[src/rtl/switch_debouncer.sv]
// rtl/switch_debouncer.sv - per-channel two-flop synchroniser, stability-counter debouncer, edge pulses, optional toggle latch (SW_TOGGLE_EN)
module switch_debouncer #(
   parameter int N_CH          = 2,
   parameter int STABLE_CYCLES = 1000000,
   parameter int CNT_W         = 20
) (
   input  logic            clk,
   input  logic            reset,
   input  logic [N_CH-1:0] Sw_raw,
   output logic [N_CH-1:0] Sw_clean,
   output logic [N_CH-1:0] Sw_rise,
   output logic [N_CH-1:0] Sw_fall,
   output logic [N_CH-1:0] Sw_toggle
);

   // Last count value before a differing level is accepted.
   localparam logic [CNT_W-1:0] CNT_MAX = CNT_W'(STABLE_CYCLES - 1);

   logic [N_CH-1:0] sync0;
   logic [N_CH-1:0] sync1;
   logic [N_CH-1:0] clean_d;

   genvar i;
   generate
      for (i = 0; i < N_CH; i++) begin : g_ch
         logic [CNT_W-1:0] cnt;

         // Synchronise the raw pin into the clock domain.
         always_ff @(posedge clk or posedge reset) begin
            if (reset) begin
               sync0[i] <= 1'b0;
               sync1[i] <= 1'b0;
            end else begin
               sync0[i] <= Sw_raw[i];
               sync1[i] <= sync0[i];
            end
         end

         // Accept a new level only after it has differed for STABLE_CYCLES consecutive cycles; any agreement restarts the window.
         always_ff @(posedge clk or posedge reset) begin
            if (reset) begin
               cnt         <= '0;
               Sw_clean[i] <= 1'b0;
            end else if (sync1[i] == Sw_clean[i]) begin
               cnt <= '0;
            end else if (cnt == CNT_MAX) begin
               cnt         <= '0;
               Sw_clean[i] <= sync1[i];
            end else begin
               cnt <= cnt + CNT_W'(1);
            end
         end

         // Registered one-cycle pulses in the cycle after the clean level changes.
         always_ff @(posedge clk or posedge reset) begin
            if (reset) begin
               clean_d[i] <= 1'b0;
               Sw_rise[i] <= 1'b0;
               Sw_fall[i] <= 1'b0;
            end else begin
               clean_d[i] <= Sw_clean[i];
               Sw_rise[i] <= Sw_clean[i] & ~clean_d[i];
               Sw_fall[i] <= ~Sw_clean[i] & clean_d[i];
            end
         end

`ifdef SW_TOGGLE_EN
         // Push-on/push-off latch flipped by each rise pulse.
         always_ff @(posedge clk or posedge reset) begin
            if (reset) begin
               Sw_toggle[i] <= 1'b0;
            end else if (Sw_rise[i]) begin
               Sw_toggle[i] <= ~Sw_toggle[i];
            end
         end
`else
         assign Sw_toggle[i] = 1'b0;
`endif
      end
   endgenerate

endmodule

[config.mk]
export PLATFORM = sky130hd
export DESIGN_NAME = switch_debouncer
export DESIGN_NICKNAME = d
export VERILOG_FILES = /design/src/rtl/switch_debouncer.sv
export SDC_FILE = /design/constraint.sdc
export NUM_CORES = 1
export LEC_CHECK = 0
export CAP_MARGIN = 25
export CORE_ASPECT_RATIO = 0.5
export CORE_MARGIN = 5
export CORE_UTILIZATION = 35
export CTS_CLUSTER_DIAMETER = 60
export DETAILED_ROUTE_END_ITERATION = 10
export PLACE_DENSITY = 0.6
export REMOVE_ABC_BUFFERS = 1
export SETUP_SLACK_MARGIN = 0.05
export SLEW_MARGIN = 5
export SYNTH_ARGS = -nofsm -noshare
export SYNTH_HDL_FRONTEND = slang
export SYNTH_SLANG_ARGS = --single-unit
[constraint.sdc]
create_clock -name clk -period 2.8 [get_ports clk]
set_input_delay 0.42 -clock clk [delete_from_list [all_inputs] [get_ports clk]]
set_output_delay 0.42 -clock clk [all_outputs]
set_load 0.05 [all_outputs]
==> results.txt <==
final weighted congestion of routability-driven global placement = 0.7307
Max-Cap Viols = 0
RSZ-0062 raised after global routing = no
IR Drop Worst-Case VDD = 0.0002405 V
H-tree level count = 2
final setup violation count = 0
HPWL Detailed = 2768 um
clock tree skew after final layout = 2.399 ps
Hold Buf Count CTS = 0
TritonCTS Buffers = 5
CTS root buf = clkbuf_16
Pwr per Cell Area = 558.3 nW/um^2
Critical R2R Capture = g_ch[0].cnt[18]
worst hold endpoint = sync1[0]
Port Buffer Count = 9
floorplan row count = 21
initial drt markers = 123
number of remaining DRC errors = 0
maximum clock rate = 463.1 MHz
worst-path cell with the longest stage delay = or4_1
Sink Count = 52
most common cell after layout, fill and taps aside = dfrtp_1
Setup TNS Final = 0 ps
vias in the first global route = 1683
Clock Pin Slew Worst Setup and Hold Paths = 60 ps
overall power after layout = 1.545 mW
NumNets Final = 252
share of post-route cells with drive strength above 1 = 9.312%
cell depth of the worst flop-to-flop path = 5
slew of the pin with the lowest slew margin = 541.0 ps
Most used DFF post-synth = dfrtp_1
worst setup path startpoint = g_ch[0].cnt[0]
routed via count divided by cell count = 5.012
required time of the worst setup path = 3010 ps
Synth area leaders = dfrtp_1, or4_1, xnor2_1
number of hold violations in the final report = 0
clock latency of the later-clocked register in the worst-skew pair = 280 ps
Worst Setup Path Type = flip-flop to flip-flop
Seq/Total Area, Yosys = 54.11%
Top-Level Pins = 12
number of inserted diodes = 0
effective utilization at floorplan = 36.03%
result of the run = completed
data arrival time of the worst path = 2370 ps
router iterations before antenna repair = 4
Clock Tree Buf Depth = 2
instance count of the mapped netlist = 238
DR vias = 1699
routed wirelength normalized by instance count = 11.88 um
clock tree from TritonCTS = built
count of nets left with antenna violations after detail routing = 0
post-layout minimum cycle time = 2159 ps
horizontal die dimension = 127.2 um
Routed Wire Length = 4029 um
yosys synthesis warning count = 0
area share of the largest cell type after synthesis = 54.11%
number of max-slew violations in the final report = 0
chip height = 68.62 um
full die area = 8730 um^2
Critical R2R Launch = g_ch[0].cnt[0]
placeable core region = 6674 um^2
antenna violations before repair = 0
crit path cell chain = ha_1 -> nand2_1 -> or4_1 -> or4_4 -> a21oi_2
number of unique standard cell types used by synthesis = 34
fraction of the cycle the final worst path needs = 77.12%
average size of a mapped cell = 10.10 um^2
area overhead of the layout relative to synthesis = 15.04%
count of flip-flops with a built-in enable after synthesis = 0
Leakage Power = 1.112 nW
Remaining Overflow, GRT = 0
largest incremental delay on the critical path = 650 ps
async set or reset register ratio after synthesis = 100.0%
Synth area leader = dfrtp_1
critical hold path startpoint = sync0[0]
worst rel slew slack = 63.88%
wire length of the first global-routing pass = 7348 um
r2r setup slk = 640 ps
commonest cells after routing, fill and taps aside = dfrtp_1, nor2_1, nand3_1
Hold Path Depth = 0
path type of the worst min-delay path = flip-flop to flip-flop
Syn Std Cell Area = 2405 um^2
maximum fanout count along the critical path = 8
type of destination of the critical path = flip-flop
post-cts sizing count = 0
startpoint types = flip-flop
post-synthesis sequential element count = 52
largest net degree at the start of global routing = 29
overall global routing resource usage = 10.53%
post-CTS setup buffer count = 0
utilization of the core after routing = 41.45%
## cell type report
cell class / count / area, um^2
sequential: 52 / 1301
multi-input combinational: 165 / 1008
clock buffer: 7 / 152.6
inverter: 11 / 41.29
fill: 654 / 3908
clock inverter: 1 / 30.03
tap: 92 / 115.1
timing repair buffer: 11 / 117.6
## critical path, delay by kind of cell, from the launching register on
family | cells | cell delay, ps
compound gates | 1 | 140
fa+ha+maj | 1 | 250
flops | 1 | 410
simple gates | 3 | 1290
## power breakdown
part | switching (mW) | leakage, nW | internal [mW]
Sequential | 0.00967 | 0.712 | 0.761
Clock | 0.251 | 0.0901 | 0.470
Combinational | 0.0370 | 0.309 | 0.0159
## cell families after synthesis
logic type      count (synthesis)  synth area share (%)
other cells                     1                0.1559
buf+inv                        22                 4.110
fa+ha+maj                       2                 1.040
flops                          52                 54.11
compound gates                 36                 8.584
simple gates                  102                 23.41
mux                             2                0.9365
xor+xnor                       21                 7.648
## worst max-delay path by stage
stage	to	depth (start not counted)	slack, ps
final	g_ch[0].cnt[18]	5	640
after global routing	g_ch[0].cnt[4]	4	540
after CTS	g_ch[0].cnt[18]	5	640
after detailed placement	g_ch[0].cnt[18]	5	660
after global placement	g_ch[0].cnt[18]	5	680
after floorplan	g_ch[1].cnt[10]	4	390
## synthesized netlist by cell type, drive strengths merged, types with 6 or more instances
master and n:
nand2 10, or4 15, nand3 20, o31ai 6
buf 9, o21ai 12, xnor2 11, inv 11
dfrtp 52, or3 10, a21oi 17, xor2 10
nor2 25
## metrics by stage
step	area, um^2	std cells	hold slack (ps)	setup slack [ps]
final	2766	339	355.9	640.7
after global routing	2766	339	360.6	538.1
after CTS	2766	339	355.7	644.9
after detailed placement	2584	331	339.6	663.9
after global placement	2584	331	334.2	684.3
after floorplan	2351	228	331.2	393.9
## flip-flops by register name (all words and copies together), names as in the netlist
| name | cells |
|---|---|
| Sw_clean | 2 |
| Sw_fall | 2 |
| Sw_rise | 2 |
| clean_d | 2 |
| g_ch.cnt | 40 |
| sync0 | 2 |
| sync1 | 2 |
## per-layer routing
layer	routed length [um]	track usage [%]
met3	94	2.538
met2	2038	19.80
met1	1835	11.75
met5	0	0
met4	61	4.545
No activity file was read; power rests on OpenSTA's default activity.
